$ cat src/rtl/button_conditioner_if.sv
// Button conditioner signal bundle: raw active-low pins in, clean
// debounced level and event pulses out.
interface button_conditioner_if #(
    parameter int NUM_BTN = 3
);
    logic [NUM_BTN-1:0] btn_n;        // raw pins, 0 = pressed
    logic [NUM_BTN-1:0] btn_level;    // debounced state, 1 = pressed
    logic [NUM_BTN-1:0] btn_press;    // one-cycle pulse on accepted press
    logic [NUM_BTN-1:0] btn_release;  // one-cycle pulse on accepted release
    logic [NUM_BTN-1:0] btn_long;     // one-cycle pulse after a long hold
    logic [NUM_BTN-1:0] btn_toggle;   // flips on every accepted press

    // Board / consumer side: drives the pins, observes the events
    modport master (
        output btn_n,
        input  btn_level,
        input  btn_press,
        input  btn_release,
        input  btn_long,
        input  btn_toggle
    );

    // Conditioner side
    modport slave (
        input  btn_n,
        output btn_level,
        output btn_press,
        output btn_release,
        output btn_long,
        output btn_toggle
    );
endinterface

$ cat src/rtl/button_conditioner.sv
// Push-button front end: two-flop synchroniser per pin, then an
// independent debounce/hold state machine per channel producing a clean
// level, press/release/long-press pulses and a press-toggled flag.
module button_conditioner #(
    parameter int NUM_BTN     = 3,
    parameter int DEB_CYCLES  = 1000000,
    parameter int LONG_CYCLES = 100000000,
    parameter int CNT_W       = 32
) (
    input  logic               clk,
    input  logic               rst_n,
    button_conditioner_if.slave bus
);

    localparam logic [CNT_W-1:0] DEB_LAST  = CNT_W'(DEB_CYCLES - 1);
    localparam logic [CNT_W-1:0] LONG_LAST = CNT_W'(LONG_CYCLES - 1);

    typedef enum logic [1:0] {
        IDLE,
        DEB_PRESS,
        PRESSED,
        DEB_RELEASE
    } state_t;

    logic [NUM_BTN-1:0] s1_reg;
    logic [NUM_BTN-1:0] s2_reg;

    // Two-flop synchroniser; resets to the released (high) pin level
    always_ff @(posedge clk) begin
        if (!rst_n) begin
            s1_reg <= '1;
            s2_reg <= '1;
        end else begin
            s1_reg <= bus.btn_n;
            s2_reg <= s1_reg;
        end
    end

    genvar gi;
    generate
        for (gi = 0; gi < NUM_BTN; gi++) begin : g_ch
            state_t           state_reg,     state_next;
            logic [CNT_W-1:0] deb_cnt_reg,   deb_cnt_next;
            logic [CNT_W-1:0] hold_cnt_reg,  hold_cnt_next;
            logic             long_done_reg, long_done_next;
            logic             level_reg,     level_next;
            logic             toggle_reg,    toggle_next;
            logic             press_reg,     press_next;
            logic             release_reg,   release_next;
            logic             long_reg,      long_next;
            logic             p;

            // Internal polarity: 1 while the synchronised button is held
            assign p = ~s2_reg[gi];

            // Channel state and registered outputs
            always_ff @(posedge clk) begin
                if (!rst_n) begin
                    state_reg     <= IDLE;
                    deb_cnt_reg   <= '0;
                    hold_cnt_reg  <= '0;
                    long_done_reg <= 1'b0;
                    level_reg     <= 1'b0;
                    toggle_reg    <= 1'b0;
                    press_reg     <= 1'b0;
                    release_reg   <= 1'b0;
                    long_reg      <= 1'b0;
                end else begin
                    state_reg     <= state_next;
                    deb_cnt_reg   <= deb_cnt_next;
                    hold_cnt_reg  <= hold_cnt_next;
                    long_done_reg <= long_done_next;
                    level_reg     <= level_next;
                    toggle_reg    <= toggle_next;
                    press_reg     <= press_next;
                    release_reg   <= release_next;
                    long_reg      <= long_next;
                end
            end

            // Debounce / hold decisions; pulses default low every cycle
            always_comb begin
                state_next     = state_reg;
                deb_cnt_next   = deb_cnt_reg;
                hold_cnt_next  = hold_cnt_reg;
                long_done_next = long_done_reg;
                level_next     = level_reg;
                toggle_next    = toggle_reg;
                press_next     = 1'b0;
                release_next   = 1'b0;
                long_next      = 1'b0;
                case (state_reg)
                    IDLE: begin
                        if (p) begin
                            state_next   = DEB_PRESS;
                            deb_cnt_next = '0;
                        end
                    end
                    DEB_PRESS: begin
                        if (!p) begin
                            state_next = IDLE;
                        end else if (deb_cnt_reg == DEB_LAST) begin
                            state_next     = PRESSED;
                            press_next     = 1'b1;
                            level_next     = 1'b1;
                            toggle_next    = ~toggle_reg;
                            hold_cnt_next  = '0;
                            long_done_next = 1'b0;
                        end else begin
                            deb_cnt_next = deb_cnt_reg + 1'b1;
                        end
                    end
                    PRESSED: begin
                        if (!p) begin
                            state_next   = DEB_RELEASE;
                            deb_cnt_next = '0;
                        end else if (hold_cnt_reg == LONG_LAST && !long_done_reg) begin
                            long_next      = 1'b1;
                            long_done_next = 1'b1;
                        end else if (hold_cnt_reg < LONG_LAST) begin
                            hold_cnt_next = hold_cnt_reg + 1'b1;
                        end
                    end
                    DEB_RELEASE: begin
                        // hold_cnt is frozen here so a short glitch does not
                        // restart the long-press timer
                        if (p) begin
                            state_next = PRESSED;
                        end else if (deb_cnt_reg == DEB_LAST) begin
                            state_next   = IDLE;
                            release_next = 1'b1;
                            level_next   = 1'b0;
                        end else begin
                            deb_cnt_next = deb_cnt_reg + 1'b1;
                        end
                    end
                    default: begin
                        state_next = IDLE;
                    end
                endcase
            end

            assign bus.btn_level[gi]   = level_reg;
            assign bus.btn_press[gi]   = press_reg;
            assign bus.btn_release[gi] = release_reg;
            assign bus.btn_long[gi]    = long_reg;
            assign bus.btn_toggle[gi]  = toggle_reg;
        end
    endgenerate

endmodule

$ cat src/flat_wrapper.sv
// flat-port wrapper written by rule: the top's interface ports become plain ports
module button_conditioner_flat 
#(
    parameter int NUM_BTN     = 3,
    parameter int DEB_CYCLES  = 1000000,
    parameter int LONG_CYCLES = 100000000,
    parameter int CNT_W       = 32
)
  (clk, rst_n, bus_btn_n, bus_btn_level, bus_btn_press, bus_btn_release, bus_btn_long, bus_btn_toggle);
  button_conditioner_if #(.NUM_BTN(NUM_BTN)) bus_i ();
  input  logic clk;
  input  logic rst_n;
  input wire logic [$bits(bus_i.btn_n)-1:0] bus_btn_n;
  output wire logic [$bits(bus_i.btn_level)-1:0] bus_btn_level;
  output wire logic [$bits(bus_i.btn_press)-1:0] bus_btn_press;
  output wire logic [$bits(bus_i.btn_release)-1:0] bus_btn_release;
  output wire logic [$bits(bus_i.btn_long)-1:0] bus_btn_long;
  output wire logic [$bits(bus_i.btn_toggle)-1:0] bus_btn_toggle;
  assign bus_i.btn_n = bus_btn_n;
  assign bus_btn_level = bus_i.btn_level;
  assign bus_btn_press = bus_i.btn_press;
  assign bus_btn_release = bus_i.btn_release;
  assign bus_btn_long = bus_i.btn_long;
  assign bus_btn_toggle = bus_i.btn_toggle;
  button_conditioner #(.NUM_BTN(NUM_BTN), .DEB_CYCLES(DEB_CYCLES), .LONG_CYCLES(LONG_CYCLES), .CNT_W(CNT_W)) u_core (.clk(clk), .rst_n(rst_n), .bus(bus_i));
endmodule
$ cat config.mk
export PLATFORM = sky130hd
export DESIGN_NAME = button_conditioner_flat
export DESIGN_NICKNAME = d
export VERILOG_FILES = /design/src/rtl/button_conditioner_if.sv /design/src/rtl/button_conditioner.sv /design/src/flat_wrapper.sv
export SDC_FILE = /design/constraint.sdc
export NUM_CORES = 1
export LEC_CHECK = 0
export CAP_MARGIN = 15
export CORE_ASPECT_RATIO = 1.25
export CORE_UTILIZATION = 50
export CTS_BUF_LIST = sky130_fd_sc_hd__clkbuf_8
export CTS_CLUSTER_DIAMETER = 80
export DETAILED_ROUTE_END_ITERATION = 8
export PLACE_DENSITY_LB_ADDON = 0.08
export SYNTH_ARGS = -nofsm -noshare
export SYNTH_HDL_FRONTEND = slang
export SYNTH_SLANG_ARGS = --single-unit
$ cat constraint.sdc
create_clock -name clk -period 2.7 [get_ports clk]
set_input_delay 0.81 -clock clk [delete_from_list [all_inputs] [get_ports clk]]
set_output_delay 0.81 -clock clk [all_outputs]
set_load 0.05 [all_outputs]
==> results of run 1 <==
cells in the final DEF, fill, tap and decap left out, types with 12 or more instances in the layout:
| cell type | count |
|---|---|
| nand3_1 | 62 |
| dfxtp_1 | 221 |
| nand2_1 | 99 |
| a21boi_0 | 12 |
| clkdlybuf4s50_1 | 18 |
| nor4_1 | 13 |
| xor2_1 | 67 |
| nor3b_1 | 14 |
| nand4_1 | 51 |
| buf_4 | 71 |
| and4_1 | 15 |
| nor2_1 | 151 |
| clkbuf_8 | 50 |
| and3_1 | 45 |
| and2_1 | 33 |
| nor3_1 | 24 |
| a21oi_1 | 63 |
| o21ai_0 | 88 |
| xnor2_1 | 20 |
| or3_1 | 23 |
| inv_1 | 29 |
critical path, cell delays in order, from the launching register on:
cell and delay [ns]:
dfxtp_1 0.31, or4_4 0.53, or3_4 0.39, or3_4 0.39
nor2_4 0.11, buf_4 0.13, o21ai_4 0.06, buf_6 0.15
or4_4 0.48, a21oi_2 0.14
cell usage after synthesis, types with 4 or more instances:
library cell  number
a21boi_0          12
o221a_2            4
o21ai_0           91
a31oi_1            9
nand3_1           62
and2_1            34
and3_1            45
nand2_1          101
nor4b_1           10
nand4_1           51
or2_2              4
a2111oi_0          6
clkbuf_1          48
nand3b_1           6
and4_1            15
nand4b_1           6
o31ai_1           14
o211a_1            4
nor4_1            14
nand2b_1          12
a21o_1             4
or3_1             26
nor2b_1            9
ha_1               6
o211ai_1           5
nor3_1            27
xor2_1            67
o41ai_1            6
inv_1             19
a21oi_1           70
nor2_1           152
or4_1             15
buf_4             15
xnor2_1           20
nor3b_1           15
dfxtp_1          222
cells by family after synthesis:
group	Yosys count	synth area share, %
DFF	222	42.6
buffers and inverters	86	3.67
AOI/OAI and AO/OA	249	14.6
adders and majority gates	6	0.720
and+or+nand+nor	611	31.0
xor gates and xnor gates	87	7.31
per-layer routing:
layer  track usage (%)  vias to the layer above  part of all wire, %  wire length, um
met3              3.63                       35                  3.3              780
met4              7.01                        0                  1.8              414
met1              27.3                     4237                   46            10800
met2              39.9                      137                   49            11400
li1                  -                     4660                    -                -
met5                 0                        -                    0                0
through the flow:
stage | setup WS [ns] | instance area (um2)
after global placement | -0.00849 | 11200
after global routing | -0.110 | 12200
final | -0.0414 | 12200
after CTS | 0.00194 | 12000
after detailed placement | -0.0349 | 11200
after floorplan | -0.0297 | 10400
power breakdown:
part	leakage, nW	total, mW	switching, mW	internal, mW
registers	1.79	3.29	0.00605	3.28
clock network	0.421	2.94	1.31	1.64
logic	2.16	0.127	0.0854	0.0418
total	4.37	6.36	1.40	4.96
path summary, 6_finish.rpt:
kind                            cells past startpoint                      startpoint                               to
worst min-delay path                                1                u_core.s1_reg[1]                 u_core.s2_reg[1]
worst max-delay path                                9  u_core.g_ch[0].deb_cnt_reg[20]  u_core.g_ch[0].hold_cnt_reg[12]
worst min register to register                      1                u_core.s1_reg[1]                 u_core.s2_reg[1]
worst max register to register                      9  u_core.g_ch[0].deb_cnt_reg[20]  u_core.g_ch[0].hold_cnt_reg[12]
cell type report:
type                            instances  share of cell area [%]
Multi-Input combinational cell        953                    47.5
Sequential cell                       222                    36.5
Timing Repair Buffer                   97                    6.57
Clock buffer                           50                    5.65
Tap cell                              270                    2.78
Inverter                               19                   0.586
Clock inverter                         12                   0.391
what timing repair did:
action | in CTS | in global routing
endpoints found under the setup margin | 9 | 61
buffers inserted | 3 | 1
pin swaps | 0 | 6
gates resized for setup | 7 | 39
gates cloned | 1 | 0
==> results.md, run 1 <==
* Routed wire per std cell at 14.4 um
* Clock Root Buffer: clkbuf_8
* WS Path Type: flip-flop to flip-flop
* Synth Instances at roughly 1,300
* Total power draw at about 6.4 mW
* CTS Buf Count at 38
* Endpoints failing hold at 0
* Outcome: finished with violations
* Die Wd at 131 um
* Worst-Margin Slew at ~0.71 ns
* Synth area leaders: dfxtp_1 43%, xor2_1 5.6%, nor2_1 5.5%, o21ai_0 4.4%, nand2_1 3.6%
* Synth top area share at 42.6%
* Sequential cell area at around 4400 um2
* Area delta synth->final at 16.8%
* N_diodes at 0
* Fmax at around 0.36 GHz
* Core Box Area at roughly 20,000 um2
* Maximum VDD drop at 0.000373 V
* Worst hold margin at between 0.4 and 0.5 ns
* Drt initial violations at between 400 and 500
* Die H at 163 um
* Largest net degree at the start of global routing at between 50 and 60
* Net count, final at 1,342
* H-tree levels at 2
* Placer Congestion at between 0.8 and 0.9
* Async S/R FF share, synth at 0%
* CP startpoint kind: flip-flop
* Reg2Reg Setup Slack at -0.04 ns
* Detail Route Antenna Nets at 0
* Crit. End Element: flip-flop
* WL final at 23,400 um
* I/O Buffers at 19
* Crit path DAT at 3.20 ns
* Total GRT Usage at between 20% and 30%
* Final setup viols at 6
* Post-synth EDFFs at 0
* CTS tree: built
* Clock Latency Late Sink at roughly 0.53 ns
* Post-Route Setup TNS at -0.126 ns
* Post-route insts no fill at approximately 1,600
* Yosys warns at 0
* Failing checks: setup timing
* Initial Util at 51.5%
* Global-route wire length before repair at just over 40,000 um
* Final Util at 60.1%
* Hold Buf Count CTS at 0
* Crit-path max FO at 5
* Worst hold path class: flip-flop to flip-flop
* Drt via density at 5.59
* Final WS setup at -0.0414 ns
* Dpl hpwl at between 15,000 and 20,000 um
* Worst-path clk slew at around 0.060 ns
* Fin. max-slew vios at 0
* Vias in the first global route at 8,660
* Seq/Total Area, Yosys at a little over two fifths
* DRC Markers at 0
* Max cap viols at 0
* Netlist Area Pre-Place at approximately 10,000 um2
* Initial antenna violation count at 0
* RSZ-0062 raised after global routing: true
* Syn avg cell area at 8.27 um2
* Top FF cell, synth: dfxtp_1
* Share of cells above drive strength 1 at a little over an eighth
* Vias at about 9,000
* Row count at between 50 and 60
* Overflow after GRT at 0
* Yosys top cell by area: dfxtp_1
* First drt pass iteration count at 5
* Die area at roughly 21,000 um2
* Leakage at 4.37 nW
* IO Count at 20
* Dpl cells at roughly 1,600
* Slew headroom at a little over half
* Post-route minimum period at 2.74 ns
* Clk_skew at ~0.03 ns
* Fillcell total at approximately 1,800
* Synth unique cells at 60
* Pwr dens at 522 nW/um2
* Post-route clock period utilization at 102%
* Area taken by multi-input logic gates at a little under 6000 um2
* Longest Clk Path Bufs at 3
* CTS sink cnt at 222
* Req. time, crit path at 3.15 ns
* Post-Syn Nets at 1,272
* #FFs+latches synth at roughly 220
(Power assumes the default switching activity.)
==> run 2, diff against run 1 <==
Settings changed: CELL_PAD_IN_SITES_DETAIL_PLACEMENT set to 2, CELL_PAD_IN_SITES_GLOBAL_PLACEMENT set to 2, CORE_UTILIZATION 50 to 36.
==> run 2 against run 1 <==
Compared with the run above:
- the flow still finishes with violations (setup timing)
- final area is 2.5% higher
- sequential share of layout area is 0.88 points lower
- via count is 6.9% higher
- global-route usage is 1.0 points lower
- combinational power is 13% higher
- hold slack worse by 0.0062 ns
- cell count is 6.7% higher
- critical path type unchanged
==> results.md, run 2 (synthesis results as in run 1) <==
* Crit path DAT at 3.23 ns (+0.03 ns)
* N_diodes at 0 (unchanged)
* Worst-path clk slew at 0.07 ns (about the same)
* Worst hold path class: flip-flop to flip-flop
* Row count at 69 (+19%)
* Detail Route Antenna Nets at 0 (unchanged)
* Endpoints failing hold at 0 (unchanged)
* Final Util at 43.8% (-16 points)
* Failing checks: setup timing
* Crit-path max FO at 14 (+9)
* Largest net degree at the start of global routing at 44 (-24%)
* DP Area at 11,500 um2 (+2.3%)
* CP startpoint kind: flip-flop
* Core Box Area at 28,500 um2 (+41%)
* Max cap viols at 0 (unchanged)
* Placer Congestion at 0.782 (-11%)
* Clock Root Buffer: clkbuf_8
* Pwr dens at 529 nW/um2 (+1.4%)
* Final Cell Area at 12,500 um2 (+2.5%)
* WL final at 31,200 um (+33%)
* Die area at 29,600 um2 (+38%)
* Share of cells above drive strength 1 at 14.2% (+0.79 points)
* Clk_skew at 0.0248 ns (-0.00611 ns)
* Overflow after GRT at 0 (unchanged)
* Crit. End Element: flip-flop
* Global-route wire length before repair at 51,600 um (+28%)
* Area delta synth->final at 19.7%
* Post-route clock period utilization at 101% (-0.21 points)
* Worst hold margin at 0.408 ns (-0.00624 ns)
* Initial antenna violation count at 0 (unchanged)
* Longest Clk Path Bufs at 3 (unchanged)
* Fmax at 0.366 GHz (+0.21%)
* Fin. max-slew vios at 0 (unchanged)
* Total GRT Usage at 21.3% (-1.0 points)
* Die H at 192 um (+18%)
* Req. time, crit path at 3.19 ns (+0.04 ns)
* WS Path Type: flip-flop to flip-flop
* Worst-Margin Slew at 0.662 ns (-0.0489 ns)
* Clock Latency Late Sink at 0.56 ns (+0.03 ns)
* Net count, final at 1,363 (+1.6%)
* First drt pass iteration count at 4 (-1)
* CTS Buf Count at 41 (+7.9%)
* Hold Path Origin: u_core.s1_reg[0]
* RSZ-0062 raised after global routing: true
* Slew headroom at 55.5% (+3.3 points)
* DRC Markers at 0 (unchanged)
* Worst reg2reg startpoint: u_core.g_ch[0].deb_cnt_reg[20]
* Vias at 9,696 (+6.9%)
* Post-route minimum period at 2.74 ns (-0.00570 ns)
* Critical Path Start: u_core.g_ch[0].deb_cnt_reg[20]
* H-tree levels at 2 (unchanged)
* Fillcell total at 3,192 (+77%)
* Vias in the first global route at 10,200 (+18%)
* I/O Buffers at 19 (unchanged)
* CTS sink cnt at 222 (unchanged)
* CTS tree: built
* Drt via density at 5.60 (+0.24%)
* IO Count at 20 (unchanged)
* Final setup viols at 3 (-3)
* Maximum VDD drop at 0.000305 V (-18%)
* Final WS setup at -0.0357 ns (+0.00570 ns)
* Outcome: finished with violations
* Commonest non-fill, non-tap cells in the layout: 220 x dfxtp_1, 150 x nor2_1, 101 x nand2_1, 88 x buf_4, 82 x o21ai_0
* Commonest non-fill, non-tap cell in the layout: dfxtp_1
* Die Wd at 154 um (+18%)
* Leakage at 4.51 nW (+3.3%)
* Dpl hpwl at 21,500 um (+35%)
* Initial Util at 36.6% (-15 points)
* Drt initial violations at 268 (-37%)
* Routed wire per std cell at 18.0 um (+25%)
* Total power draw at 6.61 mW (+3.9%)
[run 2: changes by cell type in the layout (fill, tap and decap cells not counted), sizes merged]
cell      delta
clkinvlp     +1
clkinv       +1
buf         +17
clkbuf       +4
[run 2: report_power, final]
group	internal, mW	switching [mW]
clock network	1.74	1.43
logic	0.0491	0.0940
registers	3.28	0.00639
total	5.07	1.54
[run 2: per-layer routing]
| layer | global-route usage (%) | vias to the layer above | routed length [um] |
|---|---|---|---|
| met5 | 0 | - | 0 |
| met4 | 7.31 | 0 | 788 |
| met3 | 3.27 | 60 | 742 |
| met2 | 40.9 | 110 | 16400 |
| met1 | 23.5 | 4816 | 13300 |
| li1 | - | 4710 | - |
[run 2: critical path, stage by stage, from the launching register on]
cell and delay, ns:
dfxtp_2 0.32, or4_4 0.54, or3_4 0.38, or3_4 0.39, nor2_4 0.14, o21ai_1 0.10, buf_6 0.17, or4_1 0.47
a21oi_1 0.15
[run 2: path summary, 6_finish.rpt]
kind	to	slack, ns	cells after the start
setup / recovery	u_core.g_ch[0].hold_cnt_reg[25]	-0.04	8
setup reg to reg	u_core.g_ch[0].hold_cnt_reg[25]	-0.04	8
hold reg to reg	u_core.s2_reg[0]	0.41	1
hold / removal	u_core.s2_reg[0]	0.41	1
[run 2: layout make-up]
cell class | count | area, um2 | share of cell area (%)
Clock buffer | 53 | 729 | 5.85
Clock inverter | 14 | 60.1 | 0.481
Inverter | 19 | 71.3 | 0.572
Multi-Input combinational cell | 953 | 5740 | 46.0
Sequential cell | 222 | 4450 | 35.6
Tap cell | 355 | 444 | 3.56
Timing Repair Buffer | 115 | 985 | 7.89
[run 2: what timing repair did]
item / in CTS / in global routing
setup buffers: 3 / 5
gates cloned: 0 / 1
pin swaps: 4 / 6
hold buffers: 0 / 0
setup endpoints to repair: 12 / 54
resized for setup: 8 / 32
[run 2: stage by stage]
stage,cells,TNS [ns],worst slack [ns]
floorplan,1261,-0.132,-0.0297
global placement,1656,-0.0735,-0.0419
detailed placement,1656,-0.392,-0.0808
CTS,1726,-0.106,-0.0352
global route,1731,-1.04,-0.140
finish,1731,-0.0849,-0.0357
==> run 3, diff against run 2 <==
Settings changed: HOLD_SLACK_MARGIN set to 0.12.
==> results of run 3 <==
No change in the layout: final DEF, timing and power equal those of run 2.
